### src/rtl/pipeline_ctrl_pkg.sv
// Shared types for the pipeline controller: word addresses, exception codes,
// MEM-stage control ops and the run/halt state.
package pipeline_ctrl_pkg;

  localparam int WORD_ADDR_W = 30;
  typedef logic [WORD_ADDR_W-1:0] word_addr_t;

  typedef enum logic [2:0] {
    ISA_EXP_NO_EXP     = 3'd0,
    ISA_EXP_EXT_INT    = 3'd1,
    ISA_EXP_UNDEF_INSN = 3'd2,
    ISA_EXP_OVERFLOW   = 3'd3,
    ISA_EXP_MISS_ALIGN = 3'd4,
    ISA_EXP_TRAP       = 3'd5,
    ISA_EXP_PRV_VIO    = 3'd6
  } isa_exp_t;

  typedef enum logic [2:0] {
    CTRL_OP_NOP  = 3'd0,
    CTRL_OP_HALT = 3'd1,
    CTRL_OP_ERET = 3'd2,
    CTRL_OP_EI   = 3'd3,
    CTRL_OP_DI   = 3'd4
  } ctrl_op_t;

  typedef enum logic {
    CPU_RUN  = 1'b0,
    CPU_HALT = 1'b1
  } cpu_state_t;

  localparam logic DISABLE = 1'b0;
  localparam logic ENABLE  = 1'b1;

  // Next word address; wraps modulo 2^WORD_ADDR_W.
  function automatic word_addr_t word_inc(input word_addr_t a);
    return a + word_addr_t'(1);
  endfunction

endpackage

### src/rtl/pipeline_ctrl_if.sv
// Stall/flush control into one pipeline register; the controller is the master.
interface pipeline_io;
  logic stall;
  logic flush;

  modport master (output stall, output flush);
  modport slave  (input stall, input flush);
endinterface

### src/rtl/pipeline_ctrl_exp_regs.sv
// Exception state registers (EPC, cause, interrupt enable) with per-field
// write enables driven by the commit logic.
module pipeline_ctrl_exp_regs
  import pipeline_ctrl_pkg::*;
(
  input  logic       clk,
  input  logic       rst,
  input  logic       epc_we,
  input  word_addr_t epc_d,
  input  logic       cause_we,
  input  isa_exp_t   cause_d,
  input  logic       int_en_we,
  input  logic       int_en_d,
  output word_addr_t epc,
  output isa_exp_t   exp_cause,
  output logic       int_en
);

  always_ff @(posedge clk or negedge rst) begin
    if (!rst) begin
      epc       <= '0;
      exp_cause <= ISA_EXP_NO_EXP;
      int_en    <= DISABLE;
    end else begin
      if (epc_we)    epc       <= epc_d;
      if (cause_we)  exp_cause <= cause_d;
      if (int_en_we) int_en    <= int_en_d;
    end
  end

endmodule

### src/rtl/pipeline_ctrl.sv
// Pipeline controller: stall/flush generation, MEM-stage commit of
// exceptions/ERET/IRQ/HALT/EI/DI, fetch redirect and the run/halt FSM.
//
// state    | meaning
// CPU_RUN  | normal flow; commit events evaluated at MEM
// CPU_HALT | whole pipeline frozen until an enabled interrupt arrives
module pipeline_ctrl
  import pipeline_ctrl_pkg::*;
#(
  parameter word_addr_t EXP_VECTOR = '0
) (
  input  logic       clk,
  input  logic       rst,
  pipeline_io.master if_pl,
  pipeline_io.master id_pl,
  pipeline_io.master ex_pl,
  pipeline_io.master mem_pl,
  input  logic       if_busy,
  input  logic       mem_busy,
  input  logic       ld_hazard,
  input  word_addr_t mem_pc,
  input  logic       mem_en,
  input  ctrl_op_t   mem_ctrl_op,
  input  isa_exp_t   mem_exp_code,
  input  logic       irq,
  output word_addr_t new_pc,
  output word_addr_t epc,
  output isa_exp_t   exp_cause,
  output logic       int_en
);

  cpu_state_t state, state_nx;

  // Bit order for stall_v/flush_v: [3]=IF [2]=ID [1]=EX [0]=MEM.
  logic [3:0] stall_v, flush_v;
  logic       bus_stall, irq_req;
  logic       epc_we, cause_we, int_en_we, int_en_d;
  word_addr_t epc_d;
  isa_exp_t   cause_d;

  assign bus_stall = if_busy | mem_busy;
  assign irq_req   = irq & int_en;

  always_ff @(posedge clk or negedge rst) begin
    if (!rst) state <= CPU_RUN;
    else      state <= state_nx;
  end

  always_comb begin
    stall_v   = '0;
    flush_v   = '0;
    new_pc    = '0;
    state_nx  = state;
    epc_we    = 1'b0;
    epc_d     = mem_pc;
    cause_we  = 1'b0;
    cause_d   = ISA_EXP_NO_EXP;
    int_en_we = 1'b0;
    int_en_d  = DISABLE;

    if (!rst) begin
      state_nx = CPU_RUN;
    end else if (state == CPU_HALT) begin
      // The halted MEM instruction is retired, so resume after it.
      if (!bus_stall && irq_req) begin
        flush_v   = '1;
        new_pc    = EXP_VECTOR;
        epc_we    = 1'b1;
        epc_d     = word_inc(mem_pc);
        cause_we  = 1'b1;
        cause_d   = ISA_EXP_EXT_INT;
        int_en_we = 1'b1;
        state_nx  = CPU_RUN;
      end else begin
        stall_v = '1;
      end
    end else if (bus_stall) begin
      // Flushes are held back: the slaves ignore them while stalled.
      stall_v = '1;
    end else if (mem_en && (mem_exp_code != ISA_EXP_NO_EXP)) begin
      flush_v   = '1;
      new_pc    = EXP_VECTOR;
      epc_we    = 1'b1;
      cause_we  = 1'b1;
      cause_d   = mem_exp_code;
      int_en_we = 1'b1;
    end else if (mem_en && (mem_ctrl_op == CTRL_OP_ERET)) begin
      flush_v   = '1;
      new_pc    = epc;
      int_en_we = 1'b1;
      int_en_d  = ENABLE;
    end else if (mem_en && irq_req) begin
      // EPC points at the MEM instruction so it is re-executed on return.
      flush_v   = '1;
      new_pc    = EXP_VECTOR;
      epc_we    = 1'b1;
      cause_we  = 1'b1;
      cause_d   = ISA_EXP_EXT_INT;
      int_en_we = 1'b1;
    end else if (mem_en && (mem_ctrl_op == CTRL_OP_HALT)) begin
      flush_v  = 4'b1110;
      state_nx = CPU_HALT;
    end else begin
      if (mem_en && (mem_ctrl_op == CTRL_OP_EI)) begin
        int_en_we = 1'b1;
        int_en_d  = ENABLE;
      end else if (mem_en && (mem_ctrl_op == CTRL_OP_DI)) begin
        int_en_we = 1'b1;
      end
      if (ld_hazard) begin
        stall_v[3] = 1'b1;
        flush_v[2] = 1'b1;
      end
    end
  end

  assign if_pl.stall  = stall_v[3];
  assign id_pl.stall  = stall_v[2];
  assign ex_pl.stall  = stall_v[1];
  assign mem_pl.stall = stall_v[0];
  assign if_pl.flush  = flush_v[3];
  assign id_pl.flush  = flush_v[2];
  assign ex_pl.flush  = flush_v[1];
  assign mem_pl.flush = flush_v[0];

  pipeline_ctrl_exp_regs u_exp_regs (
    .clk       (clk),
    .rst       (rst),
    .epc_we    (epc_we),
    .epc_d     (epc_d),
    .cause_we  (cause_we),
    .cause_d   (cause_d),
    .int_en_we (int_en_we),
    .int_en_d  (int_en_d),
    .epc       (epc),
    .exp_cause (exp_cause),
    .int_en    (int_en)
  );

endmodule

### src/flat_wrapper.sv
// flat-port wrapper written by rule: the top's interface ports become plain ports
module pipeline_ctrl_flat import pipeline_ctrl_pkg::*;
#(
  parameter word_addr_t EXP_VECTOR = '0
)
  (clk, rst, if_busy, mem_busy, ld_hazard, mem_pc, mem_en, mem_ctrl_op, mem_exp_code, irq, new_pc, epc, exp_cause, int_en, if_pl_stall, if_pl_flush, id_pl_stall, id_pl_flush, ex_pl_stall, ex_pl_flush, mem_pl_stall, mem_pl_flush);
  pipeline_io if_pl_i ();
  pipeline_io id_pl_i ();
  pipeline_io ex_pl_i ();
  pipeline_io mem_pl_i ();
  input  logic clk;
  input  logic rst;
  input  logic if_busy;
  input  logic mem_busy;
  input  logic ld_hazard;
  input  word_addr_t mem_pc;
  input  logic mem_en;
  input  ctrl_op_t mem_ctrl_op;
  input  isa_exp_t mem_exp_code;
  input  logic irq;
  output word_addr_t new_pc;
  output word_addr_t epc;
  output isa_exp_t exp_cause;
  output logic int_en;
  output wire logic [$bits(if_pl_i.stall)-1:0] if_pl_stall;
  output wire logic [$bits(if_pl_i.flush)-1:0] if_pl_flush;
  output wire logic [$bits(id_pl_i.stall)-1:0] id_pl_stall;
  output wire logic [$bits(id_pl_i.flush)-1:0] id_pl_flush;
  output wire logic [$bits(ex_pl_i.stall)-1:0] ex_pl_stall;
  output wire logic [$bits(ex_pl_i.flush)-1:0] ex_pl_flush;
  output wire logic [$bits(mem_pl_i.stall)-1:0] mem_pl_stall;
  output wire logic [$bits(mem_pl_i.flush)-1:0] mem_pl_flush;
  assign if_pl_stall = if_pl_i.stall;
  assign if_pl_flush = if_pl_i.flush;
  assign id_pl_stall = id_pl_i.stall;
  assign id_pl_flush = id_pl_i.flush;
  assign ex_pl_stall = ex_pl_i.stall;
  assign ex_pl_flush = ex_pl_i.flush;
  assign mem_pl_stall = mem_pl_i.stall;
  assign mem_pl_flush = mem_pl_i.flush;
  pipeline_ctrl #(.EXP_VECTOR(EXP_VECTOR)) u_core (.clk(clk), .rst(rst), .if_pl(if_pl_i), .id_pl(id_pl_i), .ex_pl(ex_pl_i), .mem_pl(mem_pl_i), .if_busy(if_busy), .mem_busy(mem_busy), .ld_hazard(ld_hazard), .mem_pc(mem_pc), .mem_en(mem_en), .mem_ctrl_op(mem_ctrl_op), .mem_exp_code(mem_exp_code), .irq(irq), .new_pc(new_pc), .epc(epc), .exp_cause(exp_cause), .int_en(int_en));
endmodule
### config.mk
export PLATFORM = sky130hd
export DESIGN_NAME = pipeline_ctrl_flat
export DESIGN_NICKNAME = d
export VERILOG_FILES = /design/src/rtl/pipeline_ctrl_pkg.sv /design/src/rtl/pipeline_ctrl_if.sv /design/src/rtl/pipeline_ctrl_exp_regs.sv /design/src/rtl/pipeline_ctrl.sv /design/src/flat_wrapper.sv
export SDC_FILE = /design/constraint.sdc
export NUM_CORES = 1
export LEC_CHECK = 0
export CAP_MARGIN = 30
export CELL_PAD_IN_SITES_DETAIL_PLACEMENT = 1
export CELL_PAD_IN_SITES_GLOBAL_PLACEMENT = 1
export CORE_ASPECT_RATIO = 2
export CORE_UTILIZATION = 29
export CTS_CLUSTER_DIAMETER = 50
export DETAILED_ROUTE_END_ITERATION = 10
export PLACE_DENSITY = 0.86
export RECOVER_POWER = 100
export SYNTH_ARGS = -nofsm -noshare
export SYNTH_HDL_FRONTEND = slang
export SYNTH_SLANG_ARGS = --single-unit
### constraint.sdc
create_clock -name clk -period 2.1 [get_ports clk]
set_input_delay 0.315 -clock clk [delete_from_list [all_inputs] [get_ports clk]]
set_output_delay 0.315 -clock clk [all_outputs]
set_load 0.05 [all_outputs]
==> metrics.yaml <==
layout_commonest_cell: "buf_4"
hold_viol: 0
p_int_mw: 1.75
crit_slowest_cell: "dlygate4sd2_1"
setup_viol: 15
yosysSeqAreaShare: 0.366
fillerInstances: 865
area_delta_synth_final_pct: 109
die_h_um: 131
place_congestion: 0.848
synth-seq-cells: 35
num_vias: 3101
crit_path_start_kind: "input pin"
final_cells: 568
power_mw: 2.98
crit_buf_inv: 5
coreArea_um2: 7940
slowest_delay_ns: 0.29
cp_top_family: "buffers and inverters"
hold_slack_ns: 0.132
share_seq_of_total_power: 0.310
design_area_um2: 5000
syn-mean-instance-area_um2: 8.40
dieArea_um2: 8650
maxSlewViolCount: 0
worstPathRequired_ns: 1.78
die_w_um: 66.3
critPathArrivalTime_ns: 1.85
cts-root-buf: "clkbuf_16"
met1_usage: 0.271
crit_fanout: 7
ios: 115
layout_common_cells: "buf_4, buf_12, clkdlybuf4s50_1, nand2_1, dfrtp_1"
status: "complete, but fails checks"
syn_inst: 285
p_per_area_nw_per_um2: 597
worstSkewPairLatency_ns: 0.28
place_inst: 541
multi_input_comb_area_um2: 1590
cts_max_level: 2
met2_usage: 0.644
top_usage_layer: "met2"
setup_tns_ns: -0.788
grt_pass1_wl_um: 19800
num_rows: 46
dpl_cell_area_um2: 4490
critPathKind: "input pin to output port"
violations: "negative setup slack"
drc_errors: 0
syn-num-nets: 329
wl_per_cell_um: 23.4
grt_max_degree: 29
peakVddDrop_mv: 0.370
worst_setup_path_end_kind: "output port"
dr.pass1.iters: 4
ant_nets: 0
grt_pass1_vias: 3563
leakage_nw: 2.16
drive_above_1_share: 0.411
cts.path.max_buffers: 2
switchingPower_mw: 1.24
overflow: 0
wl_um: 13300
dp_slack_ns: -0.407
min-delay-path-class: "input pin to asynchronous set/reset pin"
p_sw_frac: 0.414
via_per_inst: 5.46
layout_setup_ws_ns: -0.0669
synth_warnings: 0
fin_nets: 515
cts_sinks: 35
initial_utilization: 0.302
synth.distinct_cells: 40
period_needed_ns: 2.17
path_clk_slew_ns: 0.06
use_met3: 0.0451
dp_hpwl_um: 8520
max_slew_margin: 0.613
synth.cell_area_um2: 2390
clock_skew_ns: 0.00242
io_buffers: 114
antenna_found_initial: 0
max_freq_mhz: 461
antenna_cells: 0
grt.total_usage: 0.322
cts_tree: "yes"
crit_chain: "dlygate4sd2_1 > o31ai_4 > nand2_2 > nor2_4 > buf_6 > buf_8 > buf_16 > and2_4 > buf_12"
tightest_slew_ns: 0.579
clkPwrFrac: 0.268
utilization: 0.629
drt-initial-drc-count: 170
post-route-period-util: 1.03
rsz0062_at_grt: "yes"
ctsHoldBuffers: 0
seq_area_um2: 877
power_frac_comb: 0.422
maxCapViolations: 0
numCtsBuffers: 5
## power groups by stage
stage,Sequential [mW],Clock [mW],Combinational (mW)
finish,0.925,0.799,1.26
global route,0.940,0.834,1.31
CTS,0.924,0.798,1.26
detailed placement,0.925,0,1.22
global placement,0.913,0,1.18
floorplan,1.36,0,0.216
## Yosys cell counts, drive strengths merged
cell | count | area, µm²
a31oi | 5 | 31.3
xnor2 | 3 | 26.3
nor2b | 3 | 18.8
nor3b | 2 | 15.0
dfrtp | 35 | 876
buf | 9 | 86.3
and4bb | 1 | 12.5
ha | 1 | 12.5
or3b | 1 | 8.76
xor2 | 21 | 184
and4 | 2 | 17.5
or3 | 4 | 26.3
a211oi | 3 | 22.5
a21o | 1 | 7.51
and2 | 32 | 200
nand3 | 18 | 90.1
o31ai | 3 | 22.5
o21a | 1 | 7.51
a21boi | 1 | 7.51
nor4 | 7 | 73.8
nand3b | 2 | 15.0
o21ai | 25 | 129
o31a | 1 | 8.76
nand4 | 13 | 81.3
clkbuf | 8 | 40.0
a21oi | 7 | 35.0
nand2 | 42 | 173
and3 | 5 | 31.3
nand4bb | 1 | 11.3
nor3 | 7 | 45.0
inv | 3 | 11.3
nor2 | 18 | 67.6
## sequential cells by signal, summed over array words and instances, names as in the netlist
register	cells
u_core.u_exp_regs.exp_cause	3
u_core.u_exp_regs.int_en	1
u_core.u_exp_regs.epc	30
u_core.state	1
## worst paths after layout
check	startpoint	to	slack, ns	cells after the start
max	mem_exp_code[2]	new_pc[15]	-0.07	9
min	rst	u_core.state	0.13	2
max reg2reg	u_core.u_exp_regs.int_en	u_core.u_exp_regs.epc[18]	0.06	7
min reg2reg	u_core.u_exp_regs.exp_cause[2]	u_core.u_exp_regs.exp_cause[2]	0.49	2
max in group asynchronous	rst	u_core.u_exp_regs.epc[13]	1.61	2
min in group clk	u_core.u_exp_regs.exp_cause[2]	u_core.u_exp_regs.exp_cause[2]	0.49	2
## layer usage
metal	share of wire	vias up
met3	0.042	62
met5	0	-
met4	0.072	0
met1	0.30	1522
li1	-	1364
met2	0.59	153
## layout make-up
type	count	share of cell area
clock buffer	8	0.0313
timing repair buffer	196	0.449
multi-input combinational	230	0.318
sequential	35	0.176
inverter	3	0.00225
tap	96	0.0240
## what timing repair did
item                                    CTS  global route
pin swaps                                10             6
hold endpoints to repair                  0             0
gates cloned                              3             0
buffers inserted                         15             3
endpoints found under the setup margin   52            53
resized for setup                        66            20
## logic make-up after synthesis
logic type | after synthesis | synth area share
xor+xnor | 24 | 0.0878
simple gates | 158 | 0.370
buf+inv | 20 | 0.0575
compound gates | 47 | 0.113
fa+ha+maj | 1 | 0.00522
flops | 35 | 0.366
## worst register-to-register path, delay by kind of cell (launching register included)
family | cells | cell delay, ns
AOI/OAI and AO/OA | 1 | 0.18
xor gates and xnor gates | 1 | 0.19
buffers and inverters | 2 | 0.49
DFF | 1 | 0.41
and+or+nand+nor | 3 | 0.70
Power figures use the tool's default switching activity.
==> variant (same settings) <==
Set the package constant `ENABLE` to 1'b0 (it was 1'b1).
--- a/src/rtl/pipeline_ctrl_pkg.sv
+++ b/src/rtl/pipeline_ctrl_pkg.sv
@@ -30,5 +30,5 @@
 
   localparam logic DISABLE = 1'b0;
-  localparam logic ENABLE  = 1'b1;
+  localparam logic ENABLE  = 1'b0;
 
   // Next word address; wraps modulo 2^WORD_ADDR_W.
Function: changed (a bounded check fails within 4 cycles, from zero or initial values and one cycle with rst low).
==> variant against the unedited design <==
- the run ends with design-rule violations, negative setup slack left
- sequential cell count is 1 lower
- total power is 1.6% lower
- routed wire length shrank 54%
- clock power decreased by 8.3%
- highest routed layer unchanged
- hold slack lost 0.57 ps
- setup slack worse by 87 ps
- critical path type is now reg -> out
- final area fell by 26%
- synthesized area decreased by 25%
==> variant: results (changes against the unedited design) <==
<table>
<tr><th>Metric</th><th>Value</th></tr>
<tr><th colspan="2">Placement</th></tr>
<tr><td>Routability congestion estimate</td><td>0.717 (-15%)</td></tr>
<tr><td>Worst setup slack before clock tree synthesis</td><td>-364 ps (+43.4 ps)</td></tr>
<tr><td>Final HPWL DP</td><td>4.51 mm (-47%)</td></tr>
<tr><td>PortBufs</td><td>112 (-1.8%)</td></tr>
<tr><th colspan="2">Timing</th></tr>
<tr><td>Hold slack final</td><td>131 ps (-0.572 ps)</td></tr>
<tr><td>Worst setup slack after layout</td><td>-154 ps (-87.0 ps)</td></tr>
<tr><td>Final Setup Violations</td><td>30 (+15)</td></tr>
<tr><th colspan="2">Die</th></tr>
<tr><td>Width of the chip</td><td>57.5 um (-13%)</td></tr>
<tr><th colspan="2">GRT</th></tr>
<tr><td>Wire length of the first global-routing pass</td><td>9.34 mm (-53%)</td></tr>
<tr><td>Number of global-route vias before repair</td><td>1729 (-51%)</td></tr>
<tr><th colspan="2">Cells and area</th></tr>
<tr><td>Clock buffer count in the final layout</td><td>6 (-2)</td></tr>
<tr><td>Number of non-clock inverters</td><td>0 (-3)</td></tr>
<tr><td>Final Net Count</td><td>301 (-42%)</td></tr>
<tr><td>Proportion of cell area occupied by multi-input gates</td><td>0.249 (-0.0684)</td></tr>
<tr><td>Ant diodes</td><td>1 (+1)</td></tr>
<tr><th colspan="2">Run status</th></tr>
<tr><td>Violations in the final reports</td><td>design-rule violations, negative setup slack</td></tr>
<tr><td>Result of the run</td><td>finished, violations left</td></tr>
<tr><th colspan="2">Routing</th></tr>
<tr><td>Total Routed Length</td><td>6.09 mm (-54%)</td></tr>
<tr><td>Detailed-routing iteration count for the pre-antenna-repair pass</td><td>7 (+3)</td></tr>
<tr><td>Residual DRC count</td><td>14 (+14)</td></tr>
<tr><th colspan="2">Setup path</th></tr>
<tr><td>Worst r2r dst</td><td>u_core.u_exp_regs.epc[27]$_DFFE_PN0P_</td></tr>
<tr><td>Critical Path Slowest Stage Cell</td><td>sky130_fd_sc_hd__or4b_4</td></tr>
<tr><th colspan="2">Clock network</th></tr>
<tr><td>TritonCTS sink count</td><td>34 (-2.9%)</td></tr>
<tr><th colspan="2">Synthesis</th></tr>
<tr><td>Share of synthesized area occupied by flip-flops and latches</td><td>0.476 (+0.110)</td></tr>
<tr><th colspan="2">Power and ir drop</th></tr>
<tr><td>Power Sequential</td><td>0.933 mW (+0.9%)</td></tr>
<tr><td>Worst-case vdd ir drop</td><td>0.463 mV (+25%)</td></tr>
<tr><td>Standby leakage power</td><td>1.64 nW (-24%)</td></tr>
</table>
==> variant: per-stage QoR <==
| step | std cells | utilization |
|---|---|---|
| floorplan | 125 | - |
| detailed placement | 306 | 0.575 |
| CTS | 320 | 0.629 |
| global route | 322 | 0.624 |
| global placement | 306 | 0.575 |
| finish | 323 | 0.624 |
==> variant: worst max-delay path by stage <==
stage / start / to / slack [ps] / depth (start not counted)
2_1_floorplan: mem_busy / mem_pl_flush / 3 / 3
3_3_place_gp: mem_busy / new_pc[5] / -300 / 6
3_5_place_dp: if_busy / new_pc[15] / -360 / 6
4_1_cts: u_core.state$_DFF_PN0_ / new_pc[21] / -260 / 6
5_1_grt: u_core.state$_DFF_PN0_ / new_pc[28] / -200 / 6
6_report: u_core.state$_DFF_PN0_ / new_pc[28] / -150 / 6
==> variant: cell families (layout without fill, tap and decap cells) <==
family	count (synthesis)	after routing	share of synthesized area
compound gates	8	8	0.0420
mux	33	33	0.271
flops	34	34	0.476
other cells	1	2	0.00210
buf+inv	11	145	0.0615
simple gates	38	38	0.148
